`src/rtl/fifo_wrr_sched_if.sv`:
```
// rtl/fifo_wrr_sched_if.sv - queue-side and output-stream signals of the WRR read scheduler
interface fifo_wrr_sched_if #(
    parameter int NQ = 4,
    parameter int DW = 16,
    parameter int WW = 4,
    parameter int QW = $clog2(NQ)
);
    logic [NQ-1:0]    q_empty;
    logic [NQ*DW-1:0] q_dout;
    logic [NQ-1:0]    q_rd_en;
    logic [NQ*WW-1:0] q_wgt;
    logic [DW-1:0]    out_data;
    logic [QW-1:0]    out_qid;
    logic             out_valid;
    logic             out_ready;

    modport master (
        input  q_empty, q_dout, q_wgt, out_ready,
        output q_rd_en, out_data, out_qid, out_valid
    );

    modport slave (
        output q_empty, q_dout, q_wgt, out_ready,
        input  q_rd_en, out_data, out_qid, out_valid
    );
endinterface

```
`src/rtl/fifo_wrr_sched.sv`:
```
// rtl/fifo_wrr_sched.sv - weighted round-robin reader for NQ FWFT queues onto one registered stream
module fifo_wrr_sched #(
    parameter int NQ = 4,
    parameter int DW = 16,
    parameter int WW = 4,
    parameter int QW = $clog2(NQ)
) (
    input  logic              clk,
    input  logic              rst,
    input  logic              sched_en,
    output logic              busy,
    fifo_wrr_sched_if.master  bus
);
    typedef enum logic {IDLE, SERVE} state_t;

    state_t          state, state_n;
    logic [QW-1:0]   rr_ptr, rr_ptr_n;
    logic [QW-1:0]   cur_q, cur_q_n;
    logic [WW-1:0]   credit, credit_n;
    logic [QW-1:0]   grant_q, pop_q, scan_idx;
    logic [WW-1:0]   grant_wgt, grant_weff;
    logic            grant_found, adv, pop;

    assign adv = sched_en & (~bus.out_valid | bus.out_ready);

    // First non-empty queue at or after rr_ptr, wrapping modulo NQ.
    always_comb begin
        grant_found = 1'b0;
        grant_q     = '0;
        scan_idx    = '0;
        for (int k = 0; k < NQ; k++) begin
            scan_idx = rr_ptr + QW'(k);
            if (!grant_found && !bus.q_empty[scan_idx]) begin
                grant_found = 1'b1;
                grant_q     = scan_idx;
            end
        end
    end

    assign grant_wgt  = bus.q_wgt[grant_q*WW +: WW];
    assign grant_weff = (grant_wgt == '0) ? WW'(1) : grant_wgt;

    always_ff @(posedge clk) begin
        if (rst) begin
            state  <= IDLE;
            rr_ptr <= '0;
            cur_q  <= '0;
            credit <= '0;
        end else begin
            state  <= state_n;
            rr_ptr <= rr_ptr_n;
            cur_q  <= cur_q_n;
            credit <= credit_n;
        end
    end

    always_comb begin
        state_n  = state;
        rr_ptr_n = rr_ptr;
        cur_q_n  = cur_q;
        credit_n = credit;
        pop      = 1'b0;
        pop_q    = grant_q;
        case (state)
            IDLE: begin
                if (adv && grant_found) begin
                    pop      = 1'b1;
                    pop_q    = grant_q;
                    credit_n = grant_weff - WW'(1);
                    if (grant_weff == WW'(1)) begin
                        rr_ptr_n = grant_q + QW'(1);
                    end else begin
                        state_n = SERVE;
                        cur_q_n = grant_q;
                    end
                end
            end
            SERVE: begin
                if (adv) begin
                    if (!bus.q_empty[cur_q]) begin
                        pop      = 1'b1;
                        pop_q    = cur_q;
                        credit_n = credit - WW'(1);
                        if (credit == WW'(1)) begin
                            state_n  = IDLE;
                            rr_ptr_n = cur_q + QW'(1);
                        end
                    end else begin
                        // Queue ran dry mid-burst: give up the rest of the turn.
                        state_n  = IDLE;
                        rr_ptr_n = cur_q + QW'(1);
                        credit_n = '0;
                    end
                end
            end
            default: state_n = IDLE;
        endcase
    end

    always_comb begin
        bus.q_rd_en = '0;
        if (pop && !rst) begin
            bus.q_rd_en[pop_q] = 1'b1;
        end
        busy = (state == SERVE);
    end

    // A word already accepted downstream while frozen is retired, never re-presented.
    always_ff @(posedge clk) begin
        if (rst) begin
            bus.out_valid <= 1'b0;
            bus.out_data  <= '0;
            bus.out_qid   <= '0;
        end else if (adv) begin
            bus.out_valid <= pop;
            if (pop) begin
                bus.out_data <= bus.q_dout[pop_q*DW +: DW];
                bus.out_qid  <= pop_q;
            end
        end else if (bus.out_valid && bus.out_ready) begin
            bus.out_valid <= 1'b0;
        end
    end
endmodule
```
`src/flat_wrapper.sv`:
```
// flat-port wrapper written by rule: the top's interface ports become plain ports
module fifo_wrr_sched_flat 
#(
    parameter int NQ = 4,
    parameter int DW = 16,
    parameter int WW = 4,
    parameter int QW = $clog2(NQ)
)
  (clk, rst, sched_en, busy, bus_q_empty, bus_q_dout, bus_q_wgt, bus_out_ready, bus_q_rd_en, bus_out_data, bus_out_qid, bus_out_valid);
  fifo_wrr_sched_if #(.NQ(NQ), .DW(DW), .WW(WW), .QW(QW)) bus_i ();
  input  logic clk;
  input  logic rst;
  input  logic sched_en;
  output logic busy;
  input wire logic [$bits(bus_i.q_empty)-1:0] bus_q_empty;
  input wire logic [$bits(bus_i.q_dout)-1:0] bus_q_dout;
  input wire logic [$bits(bus_i.q_wgt)-1:0] bus_q_wgt;
  input wire logic [$bits(bus_i.out_ready)-1:0] bus_out_ready;
  output wire logic [$bits(bus_i.q_rd_en)-1:0] bus_q_rd_en;
  output wire logic [$bits(bus_i.out_data)-1:0] bus_out_data;
  output wire logic [$bits(bus_i.out_qid)-1:0] bus_out_qid;
  output wire logic [$bits(bus_i.out_valid)-1:0] bus_out_valid;
  assign bus_i.q_empty = bus_q_empty;
  assign bus_i.q_dout = bus_q_dout;
  assign bus_i.q_wgt = bus_q_wgt;
  assign bus_i.out_ready = bus_out_ready;
  assign bus_q_rd_en = bus_i.q_rd_en;
  assign bus_out_data = bus_i.out_data;
  assign bus_out_qid = bus_i.out_qid;
  assign bus_out_valid = bus_i.out_valid;
  fifo_wrr_sched #(.NQ(NQ), .DW(DW), .WW(WW), .QW(QW)) u_core (.clk(clk), .rst(rst), .sched_en(sched_en), .busy(busy), .bus(bus_i));
endmodule
```
`config.mk`:
```
export PLATFORM = sky130hd
export DESIGN_NAME = fifo_wrr_sched_flat
export DESIGN_NICKNAME = d
export VERILOG_FILES = /design/src/rtl/fifo_wrr_sched_if.sv /design/src/rtl/fifo_wrr_sched.sv /design/src/flat_wrapper.sv
export SDC_FILE = /design/constraint.sdc
export NUM_CORES = 1
export LEC_CHECK = 0
export ABC_CLOCK_PERIOD_IN_PS = 2600
export BUFFER_PORTS_ARGS = -buffer_cell sky130_fd_sc_hd__buf_2
export CORE_MARGIN = 3
export CORE_UTILIZATION = 35
export CTS_BUF_LIST = sky130_fd_sc_hd__clkbuf_16
export DETAILED_ROUTE_END_ITERATION = 8
export PLACE_DENSITY_LB_ADDON = 0.08
export SKIP_CTS_REPAIR_TIMING = 1
export SLEW_MARGIN = 20
export SYNTH_ARGS = -nofsm -noshare
export SYNTH_HDL_FRONTEND = slang
export SYNTH_SLANG_ARGS = --single-unit
```
`constraint.sdc`:
```
create_clock -name clk -period 2.6 [get_ports clk]
set_input_delay 0 -clock clk [delete_from_list [all_inputs] [get_ports clk]]
set_output_delay 0 -clock clk [all_outputs]
set_load 0.1 [all_outputs]
```
Word-level counts from Yosys, hierarchy flattened
Index checks and enable logic that the tools add are counted.
{ "word_totals": {"ff_bits": 28, "inputBits": 88, "output_inout_bits": 24, "elab_cells": 100} }
{ "op_classes": {"addsub": 7, "order_cmp": 7, "eq_ne": 6, "shift": 2, "mux": 47, "n_bitwise": 5, "reduce_logical": 19} }
{ "op_table": {"columns": ["op", "count"], "rows": [
  ["variable part select 64 x 7 -> 16 bit", 1],
  ["two-way mux 2 bit", 11],
  ["two-way mux 1 bit", 20],
  ["two-way mux 4 bit", 5],
  ["less-than comparator 2 x 3 -> 1 bit, second input constant", 6],
  ["variable part select 16 x 5 -> 4 bit", 1],
  ["binary-select mux 1 bit (select 2 bit)", 5],
  ["equality test 4 x 1 -> 1 bit, second input constant", 2],
  ["one-hot mux 2 bit (2 select lines)", 2],
  ["one-hot mux 4 bit (2 select lines)", 1],
  ["subtractor 4 x 1 -> 4 bit, second input constant", 2],
  ["logical AND 1 bit", 7],
  ["adder 2 x 1 -> 2 bit, second input constant", 3],
  ["zero test 1 bit", 6],
  ["adder 2 bit, second input constant", 2],
  ["zero test 4 bit", 1],
  ["inequality test 2 x 1 -> 1 bit, second input constant", 2],
  ["one-hot mux 1 bit (2 select lines)", 2],
  ["AND reduction 2 bit", 2],
  ["AND reduction 4 bit", 1],
  ["inequality test 3 bit, second input constant", 1],
  ["inverter 1 bit", 3],
  ["AND reduction 3 bit", 1],
  ["demux 1 bit (select 2 bit)", 1],
  ["other kinds (5)", 5]
]} }

Logic depth before layout (Yosys ltp)
Gate-level depths: netlist of run 1.
{ "logic_depth": {"ltp_word": 20, "ltp_mapped": 12, "ltp_nobuf": 12} }

Worst setup path before layout of run 1
Ideal clock, no wire load.
{ "synth_path": {"path_type": "reg2out", "from": "register u_core.bus.out_valid", "to": "output bus_q_rd_en[3]", "arrival_time_ns": 4.768, "required_ns": 2.600, "slack_ns": -2.168, "stages_incl_launch_ff": 7, "path_buffers": 1, "path_cell_list": "dfxtp_1 nand2b_1 nand2_1 nor2_4 mux2i_2 buf_4 nor4_1"} }
{ "synth_via": {"elab_chain_cells": 10, "word_cells_on_any_way": 16, "classes_between": "order compare (2); mux (8); bitwise (3); reduce/logical (3)"} }
{ "synth_lines": {"columns": ["item", "line", "text"], "rows": [
  ["start: declaration", "fifo_wrr_sched_if.sv:19", "output q_rd_en, out_data, out_qid, out_valid"],
  ["start signal: assignment", "fifo_wrr_sched.sv:115", "bus.out_valid <= pop;"],
  ["inverter 1 bit *", "fifo_wrr_sched.sv:24", "assign adv = sched_en & (~bus.out_valid | bus.out_ready);"],
  ["OR 1 bit *", "fifo_wrr_sched.sv:24", null],
  ["AND 1 bit *", "fifo_wrr_sched.sv:24", null],
  ["two-way mux 2 bit", "fifo_wrr_sched.sv:79", "if (adv) begin"],
  ["one-hot mux 2 bit (2 select lines)", "fifo_wrr_sched.sv:64", "case (state)"],
  ["less-than comparator 2 x 3 -> 1 bit (not written as such) / >= comparator 2 x 1 -> 1 bit (equally long branches)", "fifo_wrr_sched.sv:103", "bus.q_rd_en[pop_q] = 1'b1;"],
  ["logical AND 1 bit (not written as such)", "fifo_wrr_sched.sv:103", null],
  ["two-way mux 1 bit (not written as such)", "fifo_wrr_sched.sv:103", null],
  ["demux 1 bit (select 2 bit)", null, null],
  ["two-way mux 4 bit *", "fifo_wrr_sched.sv:102", "if (pop && !rst) begin"],
  ["end: declaration", "flat_wrapper.sv:19", "output wire logic [$bits(bus_i.q_rd_en)-1:0] bus_q_rd_en;"]
]} }
Mark *: on every way between the ends. The rest lies on a longest branch, timed or not.

Worst setup path after layout of run 1
{ "layout_path": {"from": "register u_core.cur_q[0]", "to": "output bus_q_rd_en[0]"} }
{ "layout_via": {"elab_chain_cells": 10, "word_cells_on_any_way": 15, "classes_between": "order compare (2); mux (11); reduce/logical (2)"} }
{ "layout_lines": {"columns": ["item", "line", "text"], "rows": [
  ["start: declaration", "fifo_wrr_sched.sv:18", "logic [QW-1:0] cur_q, cur_q_n;"],
  ["start signal: assignment", "fifo_wrr_sched.sv:52", "cur_q <= cur_q_n;"],
  ["binary-select mux 1 bit (select 2 bit)", "fifo_wrr_sched.sv:80", "if (!bus.q_empty[cur_q]) begin"],
  ["two-way mux 1 bit (not written as such)", "fifo_wrr_sched.sv:80", null],
  ["two-way mux 2 bit", "fifo_wrr_sched.sv:80", null],
  ["two-way mux 2 bit", "fifo_wrr_sched.sv:79", null],
  ["one-hot mux 2 bit (2 select lines)", "fifo_wrr_sched.sv:64", null],
  ["less-than comparator 2 x 3 -> 1 bit (not written as such) / >= comparator 2 x 1 -> 1 bit (equally long branches)", "fifo_wrr_sched.sv:103", null],
  ["logical AND 1 bit (not written as such)", "fifo_wrr_sched.sv:103", null],
  ["two-way mux 1 bit (not written as such)", "fifo_wrr_sched.sv:103", null],
  ["demux 1 bit (select 2 bit)", null, null],
  ["two-way mux 4 bit *", "fifo_wrr_sched.sv:102", null]
]} }
Mark *: on every way between the ends. The rest lies on a longest branch, timed or not. The select of a mux whose other input is x is not followed.

==> reports/metrics.yaml, run 1 <==
gp_congestion: 0.712
grt_max_degree: 33
final_max_slew_viol_count: 0
grt_pass1_vias: 1972
die_h_um: 82.8
grt-ovfl-total: 0
clk_pin_slew_worst_paths_ps: 70
grt_pass1_wl_um: 8970
ys_top_cells_by_count: "nand2_1, dfxtp_1, mux2i_1"
antenna_found_initial: 0
dp_slack_ps: 0.488
hp-class: "in -> reg"
postRouteAntennaNets: 0
numPortBuffers: 111
fin_cells: 445
area_growth_pct: 50.3
drc_errors: 0
cap_violations: 0
skew_ps: 2.53
combPwrFrac_pct: 49.5
outcome: "complete, but fails checks"
multiInputGateArea_um2: 1500
timing.final.crit_share_pct: 101
antenna_cells: 0
die_area_um2: 6850
core_area_um2: 5610
cts_max_level: 1
yosysWarnings: 0
hold_viol_final: 0
cts_buffer_depth: 2
ys_ff_latch: 28
switching_share_pct: 41.6
p_per_area_nw_per_um2: 551
seq_power_share_pct: 30.0
synth.most_common_cell: "nand2_1"
drtPass1Iterations: 4
worst_pin_slew_ps: 503
cts_buffers: 3
dp.cells: 439
synth_top_flop_cell: "dfxtp_1"
setup_ws_ps: -19.6
fillers: 578
cts.sink_count: 28
nets: 466
setup.worst_path.class: "reg -> out"
max_freq_mhz: 382
setup_viol: 1
slew_headroom_pct: 66.7
place_area_um2: 2950
drive_above_1_share_pct: 50.1
syn_avg_cell_area_um2: 8.56
dp_hpwl_um: 4690
synth_area_leaders: "dfxtp_1, mux2i_1, mux2_2"
leakage_nw: 1.50
drt-total-wl_um: 6050
synth_top_area_cell: "dfxtp_1"
track_usage_pct: 16.8
wl_per_cell_um: 13.6
final_area_um2: 3100
ys_types: 51
seqCellArea_um2: 566
crit_fanout: 16
hold_path_depth: 3
io_pins: 112
insertion_delay_ps: 260
initial_core_util_pct: 36.8
cts_tree: "built"
clockRootBuffer: "clkbuf_16"
totalPowerFinal_mw: 1.71
setup.worst_path.start_class: "flop"
crit_required_ps: 2600
p_int_mw: 0.997
worstRegToRegCells: 12
synth_cells: 241
vias: 2228
clkPwrFrac_pct: 20.6
violations: "setup timing"
fin_crit_ps: 2620
via_per_inst: 5.01
cp-end-kind: "output pin"
worstPathArrival_ps: 2620
hold-worst-slack_ps: 35.3
fp-row-count: 27
synthArstFlopShare_pct: 0
syn_area_um2: 2060
ir_drop_uv: 393
syn_nets: 333
drt_iter0_drc: 48
synth_top_area_share_pct: 27.2
switching_power_mw: 0.711
synth_edf_count: 0
chipWidth_um: 82.8
yosysSeqAreaShare_pct: 27.2
rsz0062_at_grt: "true"
per-layer routing:
layer	share of wire, %	vias up	track usage, %	routed length (µm)
met5	0	-	0	0
met4	1.0	0	3.43	63
met3	6.9	6	3.90	417
met2	48	68	26.4	2920
met1	44	1003	23.3	2650
li1	-	1151	-	-
cell type report:
type	instances	share of cell area, %
timing repair buffer	137	27.1
clock inverter	1	0.121
sequential	28	18.2
tap	72	2.91
clock buffer	3	2.42
inverter	6	0.727
multi-input combinational	198	48.4
flip-flops by register name, indices dropped and copies added (netlist names):
register,flops
u_core.bus.out_valid,1
u_core.bus.out_data,16
u_core.busy,1
u_core.cur_q,2
u_core.bus.out_qid,2
u_core.rr_ptr,2
u_core.credit,4
kinds of logic after synthesis:
family          after synthesis  share of synthesized area (%)
xor+xnor                      2                          0.850
flops                        28                           27.2
fa+ha+maj                     4                           2.43
mux                          45                           23.7
buf+inv                      15                           3.70
compound gates               54                           19.1
simple gates                 93                           23.0
critical path: stages (launching register included):
cell,delay (ps)
dfxtp_2,340
mux4_2,590
nand2b_4,210
nor2_4,160
mux2i_4,280
buf_12,180
buf_4,180
and3_2,220
buf_12,180
stage by stage:
stage	util, %	setup TNS (ps)
after floorplan	-	-32.9
after global placement	52.6	0
after detailed placement	52.6	0
after CTS	54.0	-133
after global routing	55.3	-519
final	55.3	-19.6
path summary, 6_finish.rpt:
check	from	to	slack [ps]
max	u_core.cur_q[0]$_SDFFE_PP0P_	bus_q_rd_en[0]	-20
min	bus_q_dout[40]	u_core.bus.out_data[8]$_SDFFE_PP0P_	40
max reg2reg	u_core.rr_ptr[0]$_SDFFE_PP0P_	u_core.rr_ptr[0]$_SDFFE_PP0P_	10
min reg2reg	u_core.bus.out_data[4]$_SDFFE_PP0P_	u_core.bus.out_data[4]$_SDFFE_PP0P_	480
power by group through the flow:
stage / registers, mW / clock network [mW] / logic, mW
after floorplan: 0.767 / 0 / 0.344
after global placement: 0.519 / 0 / 0.815
after detailed placement: 0.520 / 0 / 0.818
after CTS: 0.511 / 0.365 / 0.821
after global routing: 0.518 / 0.378 / 0.905
final: 0.512 / 0.352 / 0.845
cells in the final DEF, fill, tap and decap left out, types with 2 or more instances in the layout:
master     count
buf_2        107
nand2_1       38
mux2i_1       24
buf_4         24
dfxtp_1       24
mux2_2        17
o211ai_1      17
nor2_1        16
a21oi_1       10
o21ai_0        7
nand2b_1       6
inv_1          5
buf_12         5
a211o_1        4
clkbuf_16      4
dfxtp_2        4
nor2_4         3
nor3_1         3
ha_1           3
o21a_1         2
nand4_1        2
nand3_1        2
o21ai_1        2
a22oi_2        2
a21oi_2        2
nand2b_4       2
a211oi_1       2
nand3b_1       2
xnor2_1        2
Power figures use the tool's default switching activity.
==> inputs of run 2 (changes only) <==
--- a/config.mk
+++ b/config.mk
@@ -6,11 +6,10 @@
 export NUM_CORES = 1
 export LEC_CHECK = 0
 export ABC_CLOCK_PERIOD_IN_PS = 2600
-export BUFFER_PORTS_ARGS = -buffer_cell sky130_fd_sc_hd__buf_2
-export CORE_MARGIN = 3
 export CORE_UTILIZATION = 35
 export CTS_BUF_LIST = sky130_fd_sc_hd__clkbuf_16
 export DETAILED_ROUTE_END_ITERATION = 8
+export DONT_BUFFER_PORTS = 1
 export PLACE_DENSITY_LB_ADDON = 0.08
 export SKIP_CTS_REPAIR_TIMING = 1
 export SLEW_MARGIN = 20
==> reports/metrics.yaml, run 2 (synthesized netlist as in run 1, its figures left out) <==
outcome: "complete, but fails checks"
violations: "hold timing, setup timing"
rsz0062_at_grt: "true"
core_area_um2: 5610
grt_max_degree: 26
fin_crit_ps: 2610
worstPathArrival_ps: 2760
drive_above_1_share_pct: 30.8
via_per_inst: 5.26
antenna_found_initial: 0
drc_errors: 0
fp-row-count: 27
cp.buffers_inverters: 2
setup.worst_path.class: "reg -> reg"
top_regs: "u_core.bus.out_data x16, u_core.credit x4"
p_per_area_nw_per_um2: 564
slew_headroom_pct: 57.6
setup.worst_path.start_class: "flop"
die_h_um: 78.8
crit_path_top_delay_cell: "or4_4"
insertion_delay_ps: 260
nets: 411
numPortBuffers: 0
setup_viol: 2
crit_required_ps: 2750
hold_viol_final: 6
crit_fanout: 5
final_cell_mix: "buf_4, nand2_1, dlygate4sd3_1"
vias: 2051
drt_iter0_drc: 53
totalPowerFinal_mw: 1.70
initial_core_util_pct: 36.8
track_usage_pct: 16.7
layout_commonest_cell: "buf_4"
largest_reg_flops: 16
max_freq_mhz: 384
cts_buffers: 3
clk_pin_slew_worst_paths_ps: 70
grt_pass1_wl_um: 8260
crit_top_cell: "a22oi_2"
cp-end-kind: "flop"
drtPass1Iterations: 4
chipWidth_um: 78.8
final_area_um2: 3030
drt-total-wl_um: 5900
antenna_cells: 0
cts_tree: "built"
skew_ps: 4.29
area_growth_pct: 46.7
postRouteAntennaNets: 0
setup_ws_ps: -5.34
ir_drop_uv: 393
final_max_slew_viol_count: 0
worst_pin_slew_ps: 634
dp_hpwl_um: 4080
die_area_um2: 6200
grt_pass1_vias: 1759
grt-ovfl-total: 0
path_cells: "nor2_1, or4_4, and3_4, a211o_4, a22oi_2, a21oi_2, inv_1, ha_1, inv_2, a221oi_4, a22oi_2, mux2i_1"
cap_violations: 0
clockRootBuffer: "clkbuf_16"
gp_congestion: 0.767
timing.final.crit_share_pct: 100
critPathMaxStageDelay_ps: 540
top_register: "u_core.bus.out_data"
hp-class: "in -> reg"
leakage_nw: 1.29
cts.sink_count: 28
place_area_um2: 2560
path_delay_family: "compound AO/OA/AOI/OAI gates"
cts_buffer_depth: 2
hold-worst-slack_ps: -33.1
cts_max_level: 1
io_pins: 112
wl_per_cell_um: 15.1
## run 2: final cells by class
cell class,instances,area (µm²)
clock buffer,3,75.1
timing repair buffer,82,764
inverter,6,22.5
tap,72,90.1
fill,559,2580
clock inverter,1,3.75
sequential,28,566
multi-input combinational,198,1500
## run 2: final timing paths
kind / cells after the start / end / slack (ps) / from
hold / removal: 2 / u_core.bus.out_data[10]$_SDFFE_PP0P_ / -30 / bus_q_dout[42]
hold reg to reg: 2 / u_core.bus.out_data[3]$_SDFFE_PP0P_ / 490 / u_core.bus.out_data[3]$_SDFFE_PP0P_
setup / recovery: 12 / u_core.rr_ptr[0]$_SDFFE_PP0P_ / -5 / u_core.rr_ptr[0]$_SDFFE_PP0P_
setup reg to reg: 12 / u_core.rr_ptr[0]$_SDFFE_PP0P_ / -5 / u_core.rr_ptr[0]$_SDFFE_PP0P_
## run 2: through the flow
step	utilization [%]	TNS (ps)	instances	setup slack [ps]
after floorplan	-	-32.9	241	-32.9
after global placement	45.7	0	352	16.1
after detailed placement	45.7	-3.42	352	-3.34
after CTS	47.1	-98.6	356	-65.3
after global routing	53.9	-465	390	-112
final	53.9	-6.46	390	-5.34
## run 2: layer usage
layer | track usage (%) | wire [µm]
met1 | 21.8 | 2560
met2 | 27.8 | 2860
met3 | 4.37 | 389
met4 | 2.78 | 86
met5 | 0 | 0
## run 2: power breakdown
part,switching (mW),total [mW],leakage [nW],internal (mW)
clock network,0.153,0.360,0.0385,0.207
logic,0.524,0.839,1.02,0.316
registers,0.0289,0.506,0.231,0.477
total,0.706,1.70,1.29,0.999
